`config.mk`:
```
export PLATFORM = sky130hd
export DESIGN_NAME = regfile_arbiter
export DESIGN_NICKNAME = d
export VERILOG_FILES = /design/src/rtl/regfile_arbiter.sv
export SDC_FILE = /design/constraint.sdc
export NUM_CORES = 1
export LEC_CHECK = 0
export CAP_MARGIN = 40
export CORE_UTILIZATION = 36
export DETAILED_ROUTE_END_ITERATION = 6
export GPL_ROUTABILITY_DRIVEN = 0
export PLACE_DENSITY = 0.86
export SYNTH_ARGS = -nofsm -noshare
export SYNTH_HDL_FRONTEND = slang
export SYNTH_SLANG_ARGS = --single-unit
```
`constraint.sdc`:
```
create_clock -name clk -period 2.1 [get_ports clk]
set_input_delay 0.42 -clock clk [delete_from_list [all_inputs] [get_ports clk]]
set_output_delay 0.42 -clock clk [all_outputs]
set_load 0.1 [all_outputs]
```
`src/rtl/regfile_arbiter.sv`:
```
// Round-robin sequencer sharing one register-file port between master and slave requesters.
// Latency: write ack 2 cycles after grant, read ack 2+RD_LAT, out-of-range ack 1 cycle.
// Backpressure: requests are held by the requester until ack; the loser of a tie stays pending.
module regfile_arbiter #(
    parameter int ADDR_W   = 32,
    parameter int DATA_W   = 32,
    parameter int RF_DEPTH = 32,
    parameter int RD_LAT   = 1
) (
    input  logic              clk,
    input  logic              rst_n,
    input  logic              m_req,
    input  logic              m_write,
    input  logic [ADDR_W-1:0] m_addr,
    input  logic [DATA_W-1:0] m_wdata,
    output logic              m_ack,
    output logic [DATA_W-1:0] m_rdata,
    input  logic              s_req,
    input  logic              s_write,
    input  logic [ADDR_W-1:0] s_addr,
    input  logic [DATA_W-1:0] s_wdata,
    output logic              s_ack,
    output logic [DATA_W-1:0] s_rdata,
    output logic              err,
    output logic [ADDR_W-1:0] rf_address,
    output logic [DATA_W-1:0] rf_data_write,
    output logic              rf_write,
    output logic              rf_exec,
    input  logic [DATA_W-1:0] rf_data_read,
    output logic              busy,
    output logic              grant_id
);

    typedef enum logic [1:0] {IDLE, ISSUE, WAIT, RESP} state_t;

    state_t            state_q, state_d;
    logic              gid_q, gid_d;
    logic              last_q, last_d;
    logic              wr_q, wr_d;
    logic              oor_q, oor_d;
    logic [2:0]        cnt_q, cnt_d;
    logic [ADDR_W-1:0] rf_address_q, rf_address_d;
    logic [DATA_W-1:0] rf_data_write_q, rf_data_write_d;
    logic [DATA_W-1:0] m_rdata_q, m_rdata_d;
    logic [DATA_W-1:0] s_rdata_q, s_rdata_d;

    logic              grant_vld;
    logic              grant_sel;
    logic              sel_write;
    logic              sel_oor;
    logic [ADDR_W-1:0] sel_addr;
    logic [DATA_W-1:0] sel_wdata;

    always_comb begin
        grant_vld = m_req | s_req;
        // On a tie the port that did not own the previous transaction wins
        grant_sel = (m_req && s_req) ? ~last_q : s_req;
        sel_write = grant_sel ? s_write : m_write;
        sel_addr  = grant_sel ? s_addr  : m_addr;
        sel_wdata = grant_sel ? s_wdata : m_wdata;
        sel_oor   = (sel_addr >= ADDR_W'(RF_DEPTH));

        state_d         = state_q;
        gid_d           = gid_q;
        last_d          = last_q;
        wr_d            = wr_q;
        oor_d           = oor_q;
        cnt_d           = cnt_q;
        rf_address_d    = rf_address_q;
        rf_data_write_d = rf_data_write_q;
        m_rdata_d       = m_rdata_q;
        s_rdata_d       = s_rdata_q;

        case (state_q)
            IDLE: begin
                if (grant_vld) begin
                    gid_d = grant_sel;
                    wr_d  = sel_write;
                    oor_d = sel_oor;
                    if (sel_oor) begin
                        if (grant_sel) s_rdata_d = '0;
                        else           m_rdata_d = '0;
                        state_d = RESP;
                    end else begin
                        rf_address_d    = sel_addr;
                        rf_data_write_d = sel_wdata;
                        state_d         = ISSUE;
                    end
                end
            end
            ISSUE: begin
                if (wr_q) begin
                    state_d = RESP;
                end else begin
                    cnt_d   = 3'(RD_LAT);
                    state_d = WAIT;
                end
            end
            WAIT: begin
                cnt_d = cnt_q - 3'd1;
                if (cnt_q == 3'd1) begin
                    if (gid_q) s_rdata_d = rf_data_read;
                    else       m_rdata_d = rf_data_read;
                    state_d = RESP;
                end
            end
            RESP: begin
                last_d  = gid_q;
                state_d = IDLE;
            end
            default: state_d = IDLE;
        endcase
    end

    always_ff @(posedge clk or negedge rst_n) begin
        if (!rst_n) begin
            state_q         <= IDLE;
            gid_q           <= 1'b0;
            last_q          <= 1'b1;
            wr_q            <= 1'b0;
            oor_q           <= 1'b0;
            cnt_q           <= '0;
            rf_address_q    <= '0;
            rf_data_write_q <= '0;
            m_rdata_q       <= '0;
            s_rdata_q       <= '0;
        end else begin
            state_q         <= state_d;
            gid_q           <= gid_d;
            last_q          <= last_d;
            wr_q            <= wr_d;
            oor_q           <= oor_d;
            cnt_q           <= cnt_d;
            rf_address_q    <= rf_address_d;
            rf_data_write_q <= rf_data_write_d;
            m_rdata_q       <= m_rdata_d;
            s_rdata_q       <= s_rdata_d;
        end
    end

    assign rf_exec       = (state_q == ISSUE);
    assign rf_write      = rf_exec && wr_q;
    assign rf_address    = rf_address_q;
    assign rf_data_write = rf_data_write_q;
    assign m_ack         = (state_q == RESP) && !gid_q;
    assign s_ack         = (state_q == RESP) &&  gid_q;
    assign err           = (state_q == RESP) && oor_q;
    assign m_rdata       = m_rdata_q;
    assign s_rdata       = s_rdata_q;
    assign busy          = (state_q != IDLE);
    assign grant_id      = gid_q;

endmodule
```
==> flow_summary.yaml, run 1 <==
run_status:
  status: "finished with violations"
  violations: "setup timing"
sta:
  slew_headroom_pct: 56.8
  setup_viol: 61
  rsz0062_at_grt: "yes"
  finalCriticalPeriod_ns: 2.17
  setup_slack_ns: -0.0746
  fin_crit_sh_pct: 104
  clock_skew_ns: 0.00787
  tightest_slew_ns: 0.648
  slew_violations: 0
  fmax_ghz: 0.460
  hold_violations: 0
die:
  dieArea_um2: 16800
  initial_core_util_pct: 36.9
  io_pins: 301
  core_area_um2: 15900
  die_w_um: 130
  num_rows: 46
  die_y_um: 130
pwr:
  p_sw_share_pct: 47.0
  pwr-share-comb_pct: 54.7
  p_sw_uw: 6660
  power.internal_uw: 7520
  clkPwrFrac_pct: 20.8
  p_seq_share_pct: 24.5
  powerDensity_nw_per_um2: 1430
  peakVddDrop_v: 0.000883
  p_leak_uw: 0.00484
  power.total_uw: 14200
global_route:
  antenna_found_initial: 0
  grt_usage_pct: 19.6
  grt_pass1_vias: 4899
  grt_max_degree: 103
  overflow: 0
  grt_pass1_wl_um: 25200
setup_path:
  r2r_cells: 7
  endpoint: "s_rdata[8]"
  crit_start: "last_q"
  start_kind: "register"
  end_kind: "register"
  reg2reg_to: "s_rdata[8]"
  r2r-start: "last_q"
  rrSetupSlack_ns: -0.07
  worstPathRequired_ns: 2.39
  critPathArrivalTime_ns: 2.46
  crit_fanout: 16
  criticalPathCategory: "reg2reg"
final_layout:
  syn_to_final_growth_pct: 69.2
  register_area_um2: 3430
  multi_input_area_um2: 2400
  mostFrequentLayoutCells: "163 x clkdlybuf4s50_1, 146 x buf_4, 136 x dfrtp_1"
  mostFrequentLayoutCell: "clkdlybuf4s50_1"
  num_antenna_cells: 0
  layout-drive-gt1-share_pct: 32.9
  nets: 970
  fill_cells: 1257
  design_area_um2: 9930
clock_network:
  cts_tree: "done"
  cts_buffers: 17
  cts_buffer_depth: 2
  cts_root_buffer: "clkbuf_16"
  h-tree-depth: 4
  clock_latency_ns: 0.41
  cts_sinks: 137
  clkTransAtPathRegs_ns: 0.06
drt:
  wire_per_inst_um: 17.3
  drt-total-wl_um: 17700
  viasPerCell: 4.72
  drc: 0
  dr.pass1.iters: 4
  dr.first_iter.drc_count: 172
  ant_nets: 0
  via_count: 4850
synth:
  syn-num-nets: 643
  yosys_warnings: 0
  yosys.area.top_type: "dfrtp_1"
  synth_area_leaders: "dfrtp_1 58%, mux2i_1 6.7%, and2_1 6.5%"
  syn_inst: 471
  synth-seq-area-share_pct: 58.4
  synth-seq-cells: 137
  ys_types: 38
  avgSynthCellArea_um2: 12.5
  synth_area_um2: 5870
  yosysTopAreaCellShare_pct: 58.0
place:
  post_dp_cell_area_um2: 9020
  dp_hpwl_um: 12000
  numPortBuffers: 300
min_path:
  hold_class: "reg2reg"
flow_run:
  maxCapViolCount: 0
critical path: stages, from the launching register on:
cell and delay [ns]:
dfstp_2 0.56, a21boi_4 0.06, or4_4 0.43, o21ai_4 0.19, a31oi_4 0.13, o221ai_4 0.14
buf_12 0.21, mux2_1 0.33
registers in the layout, indices dropped and copies added (netlist names), 2 cells and up:
signal,count
cnt_q,3
rf_data_write,32
m_rdata,32
state_q,2
s_rdata,32
rf_address,32
kinds of logic (layout without fill, tap and decap cells):
group | Yosys count | after routing | synth area share, %
AOI/OAI and AO/OA | 58 | 58 | 6.01
adders and majority gates | 6 | 6 | 1.28
muxes | 104 | 104 | 19.1
buffers and inverters | 35 | 375 | 3.20
DFF | 137 | 137 | 58.4
and+or+nand+nor | 131 | 131 | 12.0
stage by stage:
stage / utilization [%] / hold slack (ns) / std cells / TNS (ns) / worst slack [ns]
after global placement: 56.8 / 0.376 / 981 / -51.48 / -0.478
after CTS: 60.8 / 0.488 / 1014 / -4.26 / -0.0857
after detailed placement: 56.8 / 0.379 / 981 / -58.41 / -0.531
after floorplan: - / 0.124 / 471 / -8.25 / -0.0912
after global routing: 62.5 / 0.501 / 1027 / -8.75 / -0.146
final: 62.5 / 0.485 / 1027 / -3.32 / -0.0746
power groups by stage:
stage,clock (µW),combinational [µW],sequential (µW)
after CTS,3020,7670,3470
final,2950,7750,3470
after detailed placement,0,7490,3510
after global placement,0,7380,3500
after floorplan,0,2450,6500
after global routing,3140,8090,3530
cell type report:
class,count,share of cell area [%]
Clock inverter,13,1.46
Sequential cell,137,34.5
Clock buffer,19,4.36
Multi-Input combinational cell,299,24.2
Timing Repair Buffer,335,32.3
Tap cell,216,2.72
Inverter,8,0.378
timing repair:
| item | in CTS | in global routing |
|---|---|---|
| setup endpoints to repair | 64 | 129 |
| gates resized for setup | 15 | 40 |
| endpoints found under the hold margin | 43 | 0 |
| hold buffers | 1 | 0 |
| buffers inserted | 0 | 5 |
| cloned | 0 | 8 |
| pin swaps | 0 | 1 |
how the worst min path moves through the flow:
stage,start,endpoint,slack (ns),depth (start not counted)
global route,rf_address[23],rf_address[23],0.50,1
CTS,rf_data_write[1],rf_data_write[1],0.49,2
floorplan,rst_n,cnt_q[0],0.12,0
finish,rf_data_write[0],rf_data_write[0],0.48,2
global placement,rst_n,m_rdata[8],0.38,1
detailed placement,rst_n,m_rdata[8],0.38,1
Yosys cell counts (all sizes together):
master / n
nand3: 3
nand2: 42
o21a: 1
inv: 8
ha: 6
nand2b: 1
dfrtp: 136
a21boi: 1
a21oi: 2
buf: 16
a2111oi: 1
or4: 1
nor4: 12
clkbuf: 11
o32ai: 1
nor3: 1
a221o: 1
a22o: 1
o21ai: 44
nand4: 3
mux2i: 39
a22oi: 2
mux2: 65
o221ai: 1
dfstp: 1
and2: 61
a31oi: 2
o211ai: 1
nand3b: 1
nor2: 5
nor2b: 1
routing by layer:
metal  vias to the layer above  GRT usage [%]  routed length, µm  part of all wire (%)
met5                         -              0                  0                     0
met4                         0           6.98                240                   1.4
met2                       202           32.2               8720                    49
met3                        18           7.39               1520                   8.6
li1                       2291              -                  -                     -
met1                      2339           23.5               7260                    41
(Power assumes the default switching activity.)
==> inputs of run 2 (changes only) <==
--- a/config.mk
+++ b/config.mk
@@ -6,6 +6,7 @@
 export NUM_CORES = 1
 export LEC_CHECK = 0
 export CAP_MARGIN = 40
+export CORE_ASPECT_RATIO = 1.1
 export CORE_UTILIZATION = 36
 export DETAILED_ROUTE_END_ITERATION = 6
 export GPL_ROUTABILITY_DRIVEN = 0
==> run 2 against run 1 <==
  * The flow still finishes with violations (setup timing)
  * Global-route usage up 0.92 points
  * Worst setup slack worse by 0.017 ns
  * Non-clock buffer count unchanged
  * Final cell count down 1.6%
  * Worst hold slack better by 0.0014 ns
  * Routed wire length up 0.72%
  * Total power down 2.9%
  * Sequential cell count unchanged
  * Register-to-register slack worse by 0.02 ns
  * First-iteration DRC count down 22%
==> flow_summary.yaml, run 2 (synthesis gave the netlist of run 1 again) <==
die:
  dieArea_um2: 16800
  num_rows: 48
  die_w_um: 124
  die_y_um: 136
  core_area_um2: 15800
  initial_core_util_pct: 37.2
  io_pins: 301
clock_network:
  cts_buffers: 17
  cts_root_buffer: "clkbuf_16"
  h-tree-depth: 4
  cts_tree: "done"
  clock_latency_ns: 0.41
  cts_buffer_depth: 2
  cts_sinks: 137
  clkTransAtPathRegs_ns: 0.06
place:
  dp_slack_ns: -0.516
  dp_hpwl_um: 12500
  place_inst: 967
  numPortBuffers: 300
final_layout:
  fill_cells: 1260
  final_cells: 1011
  syn_to_final_growth_pct: 67.4
  num_antenna_cells: 0
  mostFrequentLayoutCell: "clkdlybuf4s50_1"
  mostFrequentLayoutCells: "163 x clkdlybuf4s50_1, 148 x buf_4, 136 x dfrtp_1"
  layout-drive-gt1-share_pct: 32.1
  nets: 970
setup_path:
  reg2reg_to: "m_rdata[6]"
  crit_chain: "clkdlybuf4s50_1, a21boi_4, or4_4, o21ai_4, a31oi_4, nand2_2, buf_12, mux2_2"
  rrSetupSlack_ns: -0.09
  r2r-start: "last_q"
  cpPeakStageDelay_ns: 0.53
  start_kind: "input pin"
  worstPathRequired_ns: 2.39
  critPathArrivalTime_ns: 2.48
  slowest_stage: "clkdlybuf4s50_1"
  crit_fanout: 32
  r2r_cells: 7
  end_kind: "register"
  critPathBufInv: 2
  criticalPathCategory: "in2reg"
  crit_family: "buffers and inverters"
flow_run:
  maxCapViolCount: 0
sta:
  slew_violations: 0
  setup_viol: 64
  slew_headroom_pct: 63.8
  fmax_ghz: 0.456
  tightest_slew_ns: 0.543
  setup_slack_ns: -0.0919
  worst_hold_slack_ns: 0.486
  hold_violations: 0
  rsz0062_at_grt: "yes"
  finalCriticalPeriod_ns: 2.19
  clock_skew_ns: 0.00680
  final.setup.tns_ns: -3.96
  fin_crit_sh_pct: 104
global_route:
  grt_pass1_wl_um: 26100
  overflow: 0
  antenna_found_initial: 1
  grt_pass1_vias: 5070
  grt_usage_pct: 20.5
  grt_max_degree: 103
drt:
  viasPerCell: 4.82
  dr.first_iter.drc_count: 134
  drt-total-wl_um: 17900
  via_count: 4869
  wire_per_inst_um: 17.7
  drc: 0
  dr.pass1.iters: 4
  ant_nets: 0
pwr:
  powerDensity_nw_per_um2: 1400
  power.total_uw: 13800
  p_leak_uw: 0.00481
  peakVddDrop_v: 0.000736
min_path:
  min_to: "rf_address[9]"
  hp-start: "rf_address[9]"
  hold_path_depth: 1
  hold_class: "reg2reg"
run_status:
  violations: "setup timing"
  status: "finished with violations"
-- run 2: cell count changes in the layout (fill, tap and decap cells not counted), moves of 2 or more --
cell / change
o21ai_1: -4
mux2_1: +10
clkinv_2: +2
mux2_4: -11
o21ai_2: +4
buf_4: +2
-- run 2: cell type report --
| type | instances | area, µm² | share of cell area, % |
|---|---|---|---|
| sequential | 137 | 3430 | 34.9 |
| timing repair buffer | 335 | 3200 | 32.6 |
| multi-input combinational | 299 | 2360 | 24.0 |
| clock buffer | 18 | 429 | 4.37 |
| clock inverter | 14 | 125 | 1.27 |
| inverter | 8 | 33.8 | 0.344 |
| tap | 200 | 250 | 2.55 |
-- run 2: report_power, final --
group | switching, µW | internal, µW | leakage, µW
logic | 5090 | 2400 | 0.00268
clock network | 1180 | 1640 | 0.000272
registers | 309 | 3160 | 0.00186
total | 6580 | 7190 | 0.00481
-- run 2: routing by layer --
metal	track usage, %	part of all wire [%]	up-vias
met4	8.37	2.1	2
li1	-	-	2281
met3	7.84	8.3	29
met2	33.5	50	205
met1	24.0	39	2352
met5	0	0.073	-
-- run 2: stage by stage --
stage,util (%),cell area [µm²]
after floorplan,-,5910
after global placement,57.0,9000
after detailed placement,57.0,9000
after CTS,60.6,9570
after global routing,62.2,9830
final,62.2,9830
-- run 2: worst register-to-register path: cells and delay by family (launching register included) --
family	cells	cell delay (ns)
flops	1	0.55
buf+inv	1	0.21
simple gates	2	0.52
compound gates	3	0.39
mux	1	0.39
-- run 2: worst max-delay path by stage --
stage | startpoint | end | slack [ns] | depth (start not counted)
after floorplan | last_q | s_rdata[0] | -0.09 | 8
after global placement | m_req | m_rdata[7] | -0.47 | 8
after detailed placement | m_req | s_rdata[9] | -0.52 | 8
after CTS | last_q | s_rdata[14] | -0.09 | 7
after global routing | last_q | m_rdata[6] | -0.15 | 7
final | m_req | m_rdata[6] | -0.09 | 8
-- run 2: what timing repair did --
action | 4_1_cts | 5_1_grt
pin swaps | 0 | 1
gates cloned | 0 | 8
buffers inserted | 0 | 3
resized for setup | 2 | 44
hold buffers | 1 | 0
hold endpoints to repair | 41 | 0
endpoints found under the setup margin | 65 | 129
==> inputs of run 3 (changes only) <==
--- a/config.mk
+++ b/config.mk
@@ -7,10 +7,10 @@
 export LEC_CHECK = 0
 export CAP_MARGIN = 40
 export CORE_ASPECT_RATIO = 1.1
-export CORE_UTILIZATION = 36
+export CORE_UTILIZATION = 35
 export DETAILED_ROUTE_END_ITERATION = 6
 export GPL_ROUTABILITY_DRIVEN = 0
-export PLACE_DENSITY = 0.86
+export PLACE_DENSITY = 0.84
 export SYNTH_ARGS = -nofsm -noshare
 export SYNTH_HDL_FRONTEND = slang
 export SYNTH_SLANG_ARGS = --single-unit
==> run 3 against run 2 <==
  * The run ends with DRC, setup timing left
  * Non-clock buffer count is 2 higher
  * Count of clock-buffer cells in the layout is 1 higher
  * Worst setup slack worse by 0.039 ns
  * Clock skew is 0.0016 ns higher
  * Cell area is 1.4% higher
  * Worst hold slack better by 0.0011 ns
  * Sequential share of layout area is 0.47 points lower
  * Register-to-register slack worse by 0.04 ns
==> flow_summary.yaml, run 3 (synthesis gave the netlist of run 1 again) <==
clock_network:
  cts_tree: "done"
  cts_buffers: 17
  clkTransAtPathRegs_ns: 0.06
  cts_root_buffer: "clkbuf_16"
  cts_buffer_depth: 2
  clock_latency_ns: 0.41
  cts_sinks: 137
  h-tree-depth: 4
pwr:
  p_sw_uw: 6780
  p_leak_uw: 0.00488
  peakVddDrop_v: 0.000797
  p_seq_share_pct: 24.4
  pwr-share-comb_pct: 56.1
  powerDensity_nw_per_um2: 1440
  clkPwrFrac_pct: 19.5
  p_sw_share_pct: 47.2
  power.internal_uw: 7580
  power.total_uw: 14400
min_path:
  hold_class: "reg2reg"
drt:
  ant_nets: 0
  wire_per_inst_um: 18.0
  drt-total-wl_um: 18400
  dr.first_iter.drc_count: 249
  viasPerCell: 4.88
  wl_met2_um: 9420
  via_count: 4968
  wl_met1_um: 7070
  dr.pass1.iters: 7
  drc: 20
  met3_wirelength_um: 1480
  top_layer: "met5"
sta:
  slew_headroom_pct: 67.5
  setup_viol: 121
  fin_crit_sh_pct: 106
  setup_slack_ns: -0.131
  hold_violations: 0
  slew_violations: 0
  finalCriticalPeriod_ns: 2.23
  clock_skew_ns: 0.00840
  final.setup.tns_ns: -7.14
  rsz0062_at_grt: "yes"
  fmax_ghz: 0.448
  tightest_slew_ns: 0.487
global_route:
  grt_usage_pct: 21.0
  overflow: 0
  grt_max_degree: 48
  grt_pass1_wl_um: 27400
  grt_pass1_vias: 5060
  antenna_found_initial: 2
setup_path:
  worstPathRequired_ns: 2.39
  r2r-start: "last_q"
  critPathArrivalTime_ns: 2.52
  crit_start: "last_q"
  r2r_cells: 7
  reg2reg_to: "s_rdata[11]"
  start_kind: "register"
  endpoint: "s_rdata[11]"
  crit_fanout: 6
  criticalPathCategory: "reg2reg"
  end_kind: "register"
  rrSetupSlack_ns: -0.13
die:
  dieArea_um2: 17300
  io_pins: 301
  initial_core_util_pct: 35.9
  core_area_um2: 16400
  num_rows: 49
  die_w_um: 125
  die_y_um: 138
final_layout:
  mostFrequentLayoutCells: "161 x clkdlybuf4s50_1, 146 x buf_4, 136 x dfrtp_1"
  utilization_pct: 60.9
  mostFrequentLayoutCell: "clkdlybuf4s50_1"
  layout-drive-gt1-share_pct: 34.2
  syn_to_final_growth_pct: 69.7
  nets: 973
run_status:
  status: "finished with violations"
  violations: "DRC, setup timing"
flow_run:
  maxCapViolCount: 0
place:
  dp_hpwl_um: 13200
  dp_slack_ns: -0.632
  numPortBuffers: 300
-- run 3: worst min path at each step --
stage               depth (start not counted)           start             end
floorplan                                   0           rst_n        cnt_q[0]
global placement                            1           rst_n      m_rdata[6]
detailed placement                          1           rst_n      s_rdata[6]
CTS                                         1  rf_address[25]  rf_address[25]
global route                                1  rf_address[20]  rf_address[20]
finish                                      1  rf_address[25]  rf_address[25]
-- run 3: routing by layer --
layer	vias to the layer above	GRT usage (%)
met1	2413	24.1
li1	2287	-
met4	2	8.06
met5	-	0
met2	240	36.2
met3	26	7.46
-- run 3: final cells by class --
type                    instances  area, µm²
fillers                      1324       6410
repair buffers                337       3240
clock inverters                13        123
well taps                     204        255
flip-flops and latches        137       3430
clock buffers                  19        433
diodes                          1       2.50
multi-input cells             300       2450
inverters                       8       33.8
-- run 3: metrics by stage --
step | area (µm²) | cells | hold WS, ns
floorplan | 5910 | 471 | 0.124
global placement | 9060 | 975 | 0.394
detailed placement | 9060 | 975 | 0.404
CTS | 9770 | 1011 | 0.491
global route | 9960 | 1019 | 0.500
finish | 9960 | 1019 | 0.487
-- run 3: power by group through the flow --
stage | Clock, µW | Combinational, µW | Sequential [µW]
CTS | 2870 | 7940 | 3500
global placement | 0 | 7450 | 3530
floorplan | 0 | 2450 | 6500
global route | 2960 | 8370 | 3570
finish | 2800 | 8060 | 3510
detailed placement | 0 | 7530 | 3540
-- run 3: critical path, cell delays in order (launching register included) --
cell,delay [ns]
dfstp_2,0.57
a21boi_4,0.08
or4_4,0.43
o21ai_4,0.17
a31oi_4,0.13
o221ai_4,0.17
clkbuf_16,0.25
mux2_4,0.30
-- run 3: repair_timing --
item                                   in CTS  in global routing
pin swaps                                   1                  1
endpoints found under the hold margin      44                  0
buffers inserted                            1                  2
hold buffers                                1                  0
gates cloned                                2                  6
setup endpoints to repair                  83                131
gates resized for setup                    33                 21
==> RTL edit (config.mk and constraints of run 3) <==
The parameter `ADDR_W` goes from 32 to 64.
--- a/src/rtl/regfile_arbiter.sv
+++ b/src/rtl/regfile_arbiter.sv
@@ -2,7 +2,7 @@
 // Latency: write ack 2 cycles after grant, read ack 2+RD_LAT, out-of-range ack 1 cycle.
 // Backpressure: requests are held by the requester until ack; the loser of a tie stays pending.
 module regfile_arbiter #(
-    parameter int ADDR_W   = 32,
+    parameter int ADDR_W   = 64,
     parameter int DATA_W   = 32,
     parameter int RF_DEPTH = 32,
     parameter int RD_LAT   = 1
Interface: changed (resized m_addr, rf_address and s_addr); port bits go from 301 to 397. No check against the original RTL was run, so the function may have changed too.
==> RTL edit against run 3 <==
The run ends with setup timing left; worst setup slack lost 0.025 ns; sequential cell count grew 32; fmax shrank 1.1%; final cell count grew 47%; sequential power grew 26%; die area grew 37%; sequential share of layout area shrank 3.3 points; routed wire length grew 81%; core utilization is essentially flat; design area grew 36%; area after synthesis grew 37%; power grew 23%; critical path type is now primary input to register.
==> RTL edit: results (changes against run 3) <==
stage	metric	value	unit	change
pwr	Pwr Density	1300	nW/um2	was 1440 nW/um2
synth	leading post-synthesis cells by cell area	sky130_fd_sc_hd__dfrtp_1 52%, sky130_fd_sc_hd__a32oi_1 6.9%, sky130_fd_sc_hd__o211ai_1 6.0%, sky130_fd_sc_hd__nand4_1 5.7%, sky130_fd_sc_hd__mux2i_1 5.0%		was sky130_fd_sc_hd__dfrtp_1 58%, sky130_fd_sc_hd__mux2i_1 6.7%, sky130_fd_sc_hd__and2_1 6.5%, sky130_fd_sc_hd__mux2_2 6.3%, sky130_fd_sc_hd__mux2_1 6.1%
global_route	number of global-route vias before repair	8514		was 5060
worst_hold_path	worst min-delay path class	primary input to async pin		was register to register
routing	Via Count	8584		was 4968
routing	WL per Instance	22.3	um	was 18.0 um
synth	Distinct cells, synth	35		was 38
clocking	Reg clk slew, reported paths	0.08	ns	was 0.06 ns
worst_setup_path	kind of cell adding the most delay to the critical path	simple AND/OR/NAND/NOR gates		was flip-flops
sta	total of endpoints with negative setup slack in the final report	162		was 121
pwr	switch share	0.525		was 0.472
pwr	Comb power	9940	uW	was 8060 uW
routing	detailed-route DRC error count	0		was 20
run_status	failing checks	setup timing		was DRC, setup timing
pwr	leakage power summed over all cells	0.00607	uW	was 0.00488 uW
global_route	number of antenna violations at the first check in global routing	4		was 2
worst_setup_path	worst-path maximum fanout	12		was 6
routing	router iterations before antenna repair	5		was 7
routing	routed length on met2	15.2	mm	was 9.42 mm
synth	Post-Syn Nets	1022		was 643
sta	worst-case clock skew	0.0140	ns	was 0.00840 ns
final_layout	fin nets	1418		was 973
synth	Post-synth top cells	168 x sky130_fd_sc_hd__dfrtp_1, 74 x sky130_fd_sc_hd__nand4_1, 72 x sky130_fd_sc_hd__nand2_1		was 136 x sky130_fd_sc_hd__dfrtp_1, 61 x sky130_fd_sc_hd__and2_1, 41 x sky130_fd_sc_hd__nand2_1
clocking	post-cts sizing count	58		was 33
routing	routed length on met3	3.68	mm	was 1.48 mm
run_status	result of the run	complete, but fails checks		unchanged
final_layout	layout cell share with drive strength beyond 1	0.284		was 0.342
routing	met1 wire length	13.8	mm	was 7.07 mm
global_route	met2 Resource Use GR	0.411		was 0.362
placed_design	quantity of I/O buffers inserted on ports	396		was 300
global_route	M3 GR Usage	0.0828		was 0.0746
global_route	wire length of the first global-routing pass	49.6	mm	was 27.4 mm
sta	final setup margin	-0.156	ns	was -0.131 ns
==> RTL edit: changes by cell type in the layout (fill, tap and decap cells not counted), moves of 30 or more <==
cell                              delta
sky130_fd_sc_hd__dfrtp_1            +31
sky130_fd_sc_hd__o211ai_1           +64
sky130_fd_sc_hd__nand4_1            +71
sky130_fd_sc_hd__clkdlybuf4s50_1    +45
sky130_fd_sc_hd__buf_4              +44
sky130_fd_sc_hd__mux2_2             -30
sky130_fd_sc_hd__a32oi_1            +64
sky130_fd_sc_hd__nand2_1            +30
==> RTL edit: metrics by stage <==
| stage | hold WS (ns) | cells | setup WS [ns] |
|---|---|---|---|
| finish | 0.459 | 1495 | -0.156 |
| detailed placement | 0.358 | 1440 | -0.654 |
| global route | 0.484 | 1489 | -0.203 |
| CTS | 0.455 | 1481 | -0.0279 |
| global placement | 0.354 | 1440 | -0.646 |
| floorplan | 0.124 | 786 | -0.00688 |
==> RTL edit: cells by family (layout without fill, tap and decap cells) <==
| family | Yosys count | count (layout) | share of synthesized area |
|---|---|---|---|
| AO/OA/AOI/OAI | 227 | 227 | 0.197 |
| adder cells (fa/ha/maj) | 6 | 6 | 0.00930 |
| buffers and inverters | 89 | 497 | 0.0468 |
| flip-flops | 169 | 169 | 0.524 |
| multiplexers | 42 | 42 | 0.0524 |
| other | 0 | 6 | 0 |
| AND/OR/NAND/NOR | 253 | 253 | 0.170 |
==> RTL edit: area by class of cell <==
cell class / instances / area, um2
inverters: 7 / 30.0
diodes: 6 / 15.0
clock buffers: 17 / 425
flip-flops and latches: 169 / 4230
repair buffers: 459 / 4590
multi-input cells: 528 / 3750
fillers: 1800 / 8730
clock inverters: 14 / 181
well taps: 295 / 369
